## src/rtl/jpu_wb_timer_pkg.sv

```systemverilog
// Shared definitions for the Wishbone interval timer: register offsets,
// CTRL layout, reset defaults and a byte-lane merge helper.
package jpu_wb_timer_pkg;

  // Register select values (byte address bits [3:2])
  localparam logic [1:0] TMR_CTRL   = 2'd0;
  localparam logic [1:0] TMR_STATUS = 2'd1;
  localparam logic [1:0] TMR_PERIOD = 2'd2;
  localparam logic [1:0] TMR_COUNT  = 2'd3;

  // CTRL bit positions
  localparam int CTRL_EN_BIT     = 0;
  localparam int CTRL_IRQ_EN_BIT = 1;
  localparam int CTRL_RELOAD_BIT = 2;

  // 100 ticks of 100 us gives the 10 ms OS tick
  localparam logic [31:0] TMR_PERIOD_DEFAULT = 32'd100;

  typedef struct packed {
    logic reload;
    logic irq_en;
    logic en;
  } timer_ctrl_s;

  // Replace only the bytes whose lane enable is set
  function automatic logic [31:0] merge_bytes(input logic [31:0] old_v,
                                              input logic [31:0] new_v,
                                              input logic [3:0]  sel);
    logic [31:0] m;
    m = old_v;
    for (int b = 0; b < 4; b++) begin
      if (sel[b]) begin
        m[8*b +: 8] = new_v[8*b +: 8];
      end
    end
    return m;
  endfunction

endpackage

```

## src/rtl/jpu_tick_gen.sv

```systemverilog
// Prescaler: counts 0..PRESCALE-1 while enabled and pulses o_tick in the
// cycle the count wraps. Held at zero while disabled or cleared.
module jpu_tick_gen #(
  parameter int PRESCALE = 1000
) (
  input  logic clk,
  input  logic rst_n,
  input  logic i_en,
  input  logic i_clr,
  output logic o_tick
);

  localparam int CW = (PRESCALE > 1) ? $clog2(PRESCALE) : 1;
  localparam logic [CW-1:0] LAST = CW'(PRESCALE - 1);

  logic [CW-1:0] r_cnt;
  logic          w_wrap;

  assign w_wrap = (r_cnt == LAST);
  assign o_tick = i_en & ~i_clr & w_wrap;

  // Prescale counter: restart on disable, clear request or wrap
  always_ff @(posedge clk or negedge rst_n) begin
    if (!rst_n) begin
      r_cnt <= '0;
    end else if (!i_en || i_clr || w_wrap) begin
      r_cnt <= '0;
    end else begin
      r_cnt <= r_cnt + CW'(1);
    end
  end

endmodule

```

## src/rtl/jpu_wb_timer.sv

```systemverilog
// Wishbone B3 classic responder: down-counting interval timer with a
// maskable level interrupt. Optional JPU_TIMER_WB_ERR_EN answers misaligned
// accesses with wb_err_o instead of wb_ack_o.
module jpu_wb_timer
  import jpu_wb_timer_pkg::*;
#(
  parameter int          PRESCALE   = 1000,
  parameter logic [31:0] PERIOD_RST = TMR_PERIOD_DEFAULT
) (
  input  logic        clk,
  input  logic        rst_n,
  input  logic        wb_cyc_i,
  input  logic        wb_stb_i,
  input  logic        wb_we_i,
  input  logic [3:0]  wb_adr_i,
  input  logic [3:0]  wb_sel_i,
  input  logic [31:0] wb_dat_i,
  output logic [31:0] wb_dat_o,
  output logic        wb_ack_o,
  output logic        wb_err_o,
  output logic        irq_o
);

  timer_ctrl_s r_ctrl;
  logic        r_expired;
  logic [31:0] r_period;
  logic [31:0] r_count;
  logic [31:0] r_dat;
  logic        r_ack;
  logic        r_err;
  logic        r_irq;

  logic        w_acc;
  logic        w_bad;
  logic        w_ack_nxt;
  logic        w_err_nxt;
  logic        w_wr;
  logic [1:0]  w_reg;
  logic        w_wr_ctrl;
  logic        w_wr_stat;
  logic        w_wr_per;
  logic        w_wr_cnt;
  logic        w_en_off;
  logic        w_en_rise;
  logic        w_tick;
  logic        w_tick_eff;
  logic        w_expire;
  logic [31:0] w_rdata;

  // A new access is only accepted while no response is outstanding, which
  // gives exactly one response cycle per strobe.
  assign w_acc = wb_cyc_i & wb_stb_i & ~r_ack & ~r_err;
  assign w_reg = wb_adr_i[3:2];

`ifdef JPU_TIMER_WB_ERR_EN
  assign w_bad = (wb_adr_i[1:0] != 2'b00);
`else
  logic w_unused_adr;
  assign w_unused_adr = ^wb_adr_i[1:0];
  assign w_bad        = 1'b0;
`endif

  assign w_ack_nxt = w_acc & ~w_bad;
  assign w_err_nxt = w_acc & w_bad;
  assign w_wr      = w_ack_nxt & wb_we_i;

  assign w_wr_ctrl = w_wr & (w_reg == TMR_CTRL)   & wb_sel_i[0];
  assign w_wr_stat = w_wr & (w_reg == TMR_STATUS) & wb_sel_i[0];
  assign w_wr_per  = w_wr & (w_reg == TMR_PERIOD) & (|wb_sel_i);
  assign w_wr_cnt  = w_wr & (w_reg == TMR_COUNT)  & (|wb_sel_i);

  // A CTRL write that turns the timer off swallows a coinciding tick; a
  // COUNT write overrides both the decrement and any expiry from that tick.
  assign w_en_off   = w_wr_ctrl & ~wb_dat_i[CTRL_EN_BIT];
  assign w_en_rise  = w_wr_ctrl & wb_dat_i[CTRL_EN_BIT] & ~r_ctrl.en;
  assign w_tick_eff = w_tick & ~w_en_off;
  assign w_expire   = w_tick_eff & ~w_wr_cnt & (r_count <= 32'd1);

  jpu_tick_gen #(
    .PRESCALE(PRESCALE)
  ) u_tick_gen (
    .clk   (clk),
    .rst_n (rst_n),
    .i_en  (r_ctrl.en),
    .i_clr (w_en_rise),
    .o_tick(w_tick)
  );

  // Read-data mux of the live register values
  always_comb begin
    w_rdata = 32'd0;
    case (w_reg)
      TMR_CTRL:   w_rdata = {29'd0, r_ctrl};
      TMR_STATUS: w_rdata = {31'd0, r_expired};
      TMR_PERIOD: w_rdata = r_period;
      TMR_COUNT:  w_rdata = r_count;
      default:    w_rdata = 32'd0;
    endcase
  end

  // Bus response registers: ack/err one cycle after strobe, read data with ack
  always_ff @(posedge clk or negedge rst_n) begin
    if (!rst_n) begin
      r_ack <= 1'b0;
      r_err <= 1'b0;
      r_dat <= 32'd0;
    end else begin
      r_ack <= w_ack_nxt;
      r_err <= w_err_nxt;
      r_dat <= (w_ack_nxt & ~wb_we_i) ? w_rdata : 32'd0;
    end
  end

  // Timer state: CTRL, STATUS, PERIOD, COUNT and the registered interrupt
  always_ff @(posedge clk or negedge rst_n) begin
    if (!rst_n) begin
      r_ctrl    <= '0;
      r_expired <= 1'b0;
      r_period  <= PERIOD_RST;
      r_count   <= 32'd0;
      r_irq     <= 1'b0;
    end else begin
      if (w_wr_ctrl) begin
        r_ctrl <= '{reload: wb_dat_i[CTRL_RELOAD_BIT],
                    irq_en: wb_dat_i[CTRL_IRQ_EN_BIT],
                    en:     wb_dat_i[CTRL_EN_BIT]};
      end else if (w_expire && !r_ctrl.reload) begin
        r_ctrl.en <= 1'b0;
      end

      // New expiry wins over a simultaneous write-one-to-clear
      if (w_expire) begin
        r_expired <= 1'b1;
      end else if (w_wr_stat && wb_dat_i[0]) begin
        r_expired <= 1'b0;
      end

      if (w_wr_per) begin
        r_period <= merge_bytes(r_period, wb_dat_i, wb_sel_i);
      end

      if (w_wr_cnt) begin
        r_count <= merge_bytes(r_count, wb_dat_i, wb_sel_i);
      end else if (w_tick_eff) begin
        if (r_count <= 32'd1) begin
          r_count <= r_ctrl.reload ? r_period : 32'd0;
        end else begin
          r_count <= r_count - 32'd1;
        end
      end

      r_irq <= r_expired & r_ctrl.irq_en;
    end
  end

  assign wb_dat_o = r_dat;
  assign wb_ack_o = r_ack;
  assign wb_err_o = r_err;
  assign irq_o    = r_irq;

endmodule

```

## config.mk

```make
export PLATFORM = sky130hd
export DESIGN_NAME = jpu_wb_timer
export DESIGN_NICKNAME = d
export VERILOG_FILES = /design/src/rtl/jpu_wb_timer_pkg.sv /design/src/rtl/jpu_tick_gen.sv /design/src/rtl/jpu_wb_timer.sv
export SDC_FILE = /design/constraint.sdc
export NUM_CORES = 1
export LEC_CHECK = 0
export CORE_MARGIN = 2
export CORE_UTILIZATION = 48
export DETAILED_ROUTE_END_ITERATION = 7
export PLACE_DENSITY = 0.77
export SYNTH_ARGS = -nofsm -noshare
export SYNTH_HDL_FRONTEND = slang
export SYNTH_SLANG_ARGS = --single-unit
```

## constraint.sdc

```tcl
create_clock -name clk -period 2.6 [get_ports clk]
set_clock_uncertainty 0.1 [all_clocks]
set_input_delay 0.52 -clock clk [delete_from_list [all_inputs] [get_ports clk]]
set_output_delay 0.52 -clock clk [all_outputs]
set_load 0.01 [all_outputs]
```

==> flow_metrics.env, run 1 <==
export IMPL_grt_pass1_wl_microns=24170
export IMPL_yosys_warnings=0
export IMPL_cp_top_family="simple AND/OR/NAND/NOR gates"
export IMPL_cp_data_arrival_time_ns=2.58
export IMPL_drv_cap=0
export IMPL_cts_buffers=9
export IMPL_min_path_type="input pin to async pin"
export IMPL_finalNetCount=733
export IMPL_ios=80
export IMPL_drv_slew=0
export IMPL_finalCritPeriodShare_pct=94.58
export IMPL_peakVddDrop_mv=0.3360
export IMPL_end_kind="flop"
export IMPL_first_iter_violations=377
export IMPL_path_buf_inv=1
export IMPL_drt_vias_per_instance=5.904
export IMPL_cts_root_buf="clkbuf_16"
export IMPL_ant_nets=0
export IMPL_r2r_start="r_count[26]"
export IMPL_dieWidth_microns=115.1
export IMPL_fp_dieArea_sq_mm=0.01325
export IMPL_worstPathRequired_ns=2.72
export IMPL_r2r_slack_ns=0.14
export IMPL_rows=40
export IMPL_postSynth_asyncResetShare_pct=100.0
export IMPL_r2r_end="r_count[7]"
export IMPL_rsz0062_at_grt="false"
export IMPL_post_route_util_pct=61.50
export IMPL_criticalPathCategory="flop to flop"
export IMPL_grt_max_degree=44
export IMPL_ys_types=66
export IMPL_drc=0
export IMPL_finalHoldViolations=0
export IMPL_antenna_found_initial=0
export IMPL_firstDrtPassIters=5
export IMPL_grt_pass1_vias=4838
export IMPL_clk_pin_slew_worst_paths_ns=0.07
export IMPL_reg2reg_depth=7
export IMPL_syn_area_sq_mm=0.005926
export IMPL_fmaxAchievable_mhz=406.7
export IMPL_area_growth_pct=24.66
export IMPL_ys_flop_type="dfrtp_1"
export IMPL_wl_per_cell_microns=17.60
export IMPL_place_detailed_hpwl_microns=10580
export IMPL_status="complete, no violations"
export IMPL_core_sq_mm=0.01201
export IMPL_crit_chain="or3_1 -> nand2b_4 -> nor4_4 -> buf_12 -> nor2_1 -> a311oi_1 -> o31ai_1"
export IMPL_cts_sinks=112
export IMPL_clock_latency_ns=0.35
export IMPL_cts_tree="yes"
export IMPL_place_gp_congestion=0.9217
export IMPL_io_buffers=76
export IMPL_syn_avg_cell_area_sq_um=10.03
export IMPL_p_per_area_mw_per_mm2=552.6
export IMPL_grtUsageTotal_pct=23.22
export IMPL_num_fill_cells=996
export IMPL_slowest_stage="or3_1"
export IMPL_wirelength_microns=14740
export IMPL_placedInstanceArea_sq_mm=0.007093
export IMPL_clockBufferDepth=2
export IMPL_leakage_nw=3.169
export IMPL_setup_violations=0
export IMPL_grt_overflow=0
export IMPL_num_vias=4942
export IMPL_worst_pin_slew_ns=0.5878
export IMPL_syn_num_nets=639
export IMPL_synth_seq_cells=112
export IMPL_synthCells=591
export IMPL_relSlewSlack_pct=60.81
export IMPL_cp_start_kind="flop"
export IMPL_synth_edf_count=0
export IMPL_design_area_sq_mm=0.007387
export IMPL_finalCriticalPeriod_ns=2.459
export IMPL_diodes=0
export IMPL_post_cts_buffers=0
export IMPL_yosysSeqAreaShare_pct=47.36
export IMPL_crit_fanout=29
export IMPL_initial_utilization_pct=49.33
export IMPL_drive_above_1_share_pct=17.68
export IMPL_critPathMaxStageDelay_ns=0.52
export IMPL_die_h_microns=115.1
export IMPL_h_tree_depth=3
## cells by family after synthesis
group                    Yosys count  share of synthesized area, %
adder cells (fa/ha/maj)            3                        0.6335
other                              1                       0.06328
XOR/XNOR                          21                         3.104
multiplexers                      70                         12.77
buffers and inverters             46                         3.442
flip-flops                       112                         47.36
AND/OR/NAND/NOR                  218                         19.07
AO/OA/AOI/OAI                    120                         13.56
## worst register-to-register path: stages, from the launching register on
cell,delay (ns)
dfrtp_1,0.40
or3_1,0.52
nand2b_4,0.21
nor4_4,0.39
buf_12,0.23
nor2_1,0.07
a311oi_1,0.29
o31ai_1,0.13
## timing repair
| action | CTS | global route |
|---|---|---|
| resized for setup | 0 | 2 |
| setup endpoints to repair | 0 | 9 |
| hold buffers | 0 | 0 |
## registers in the layout, summed over array words and instances, names as in the netlist
name and count:
wb_ack_o 1, wb_dat_o 32, u_tick_gen.r_cnt 10, r_count 32
r_ctrl 3, r_expired 1, irq_o 1, r_period 32
## worst max-delay path by stage
| stage | from | cells after the start | end | slack, ns |
|---|---|---|---|---|
| floorplan | r_count[0] | 9 | r_count[31] | 0.27 |
| global placement | wb_sel_i[1] | 8 | r_count[27] | -0.09 |
| detailed placement | wb_sel_i[1] | 7 | r_count[29] | -0.15 |
| CTS | r_count[26] | 5 | r_count[31] | 0.10 |
| global route | r_count[4] | 7 | r_count[31] | 0.02 |
| finish | r_count[26] | 7 | r_count[7] | 0.14 |
## routing by layer
metal / vias up / routed length [microns] / global-route usage (%)
met5: - / 0 / 0
met4: 0 / 291 / 7.149
met3: 28 / 617 / 3.690
met2: 147 / 7269 / 38.35
met1: 2441 / 6556 / 31.68
li1: 2326 / - / -
## cell usage after synthesis, types with 3 or more instances
cell type | instances | share of area, %
a211oi_1 | 5 | 0.63
a21oi_1 | 16 | 1.4
a221oi_1 | 4 | 0.59
a311oi_1 | 12 | 1.8
and2_1 | 7 | 0.74
and3_1 | 9 | 0.95
buf_1 | 3 | 0.19
buf_2 | 10 | 0.84
buf_4 | 3 | 0.38
clkbuf_1 | 22 | 1.4
dfrtp_1 | 109 | 46
dfstp_2 | 3 | 1.3
ha_1 | 3 | 0.63
inv_1 | 7 | 0.44
mux2_2 | 35 | 6.7
mux2i_1 | 34 | 5.7
nand2_1 | 42 | 2.7
nand2b_1 | 7 | 0.74
nand3_1 | 16 | 1.4
nand4_1 | 7 | 0.74
nor2_1 | 72 | 4.6
nor3_1 | 21 | 1.8
nor4_1 | 6 | 0.63
nor4_2 | 4 | 0.84
o211a_1 | 3 | 0.51
o211ai_1 | 3 | 0.38
o21ai_0 | 36 | 3.0
o21ai_1 | 10 | 0.84
o311ai_1 | 3 | 0.44
o31ai_1 | 5 | 0.63
o41ai_1 | 4 | 0.59
or2_2 | 4 | 0.42
or3_1 | 3 | 0.32
or4_1 | 3 | 0.38
xnor2_1 | 7 | 1.0
xor2_1 | 14 | 2.1
## through the flow
stage               worst slack, ns  std cells  hold slack [ns]  total power, mW  setup TNS (ns)
finish                       0.1409        837          0.05921            4.082               0
global route                0.01609        837          0.08879            4.267               0
CTS                          0.1005        837          0.07477            4.100               0
detailed placement          -0.1508        821           0.3841            2.745          -3.715
global placement           -0.09488        821           0.3729            2.716         -0.9526
floorplan                    0.2695        591           0.1244            2.441               0
## layout by cell type, fill, tap and decap left out, drive strengths merged, types with 9 or more instances in the layout
cell             n
a21oi           16
a311oi          12
and3             9
buf             48
clkbuf          13
clkdlybuf4s50   74
dfrtp          109
mux2            35
mux2i           34
nand2           42
nand3           17
nor2            72
nor3            22
nor4            12
o21ai           46
xor2            14
## cell type report
cell class                      count  area [sq um]  area share, %
Sequential cell                   112          2806          37.99
Inverter                            7         26.28         0.3557
Clock buffer                       13         240.2          3.252
Timing Repair Buffer              122          1161          15.72
Tap cell                          147         183.9          2.490
Multi-Input combinational cell    433          2925          39.60
Clock inverter                      3         43.79         0.5928
## power breakdown
part / switching, mW / internal, mW
Sequential: 0.172 / 1.91
Combinational: 0.311 / 0.331
Clock: 0.611 / 0.750
No activity file was read; power rests on OpenSTA's default activity.
==> inputs of run 2 (changes only) <==
- TNS_END_PERCENT: unset -> 20
==> results of run 2 <==
Same layout as run 1: the final DEF is identical, and so are final timing and power.
==> inputs of run 3 (changes only) <==
- HOLD_SLACK_MARGIN: unset -> 0.02
==> results of run 3 <==
Same layout as run 1: the final DEF is identical, and so are final timing and power.
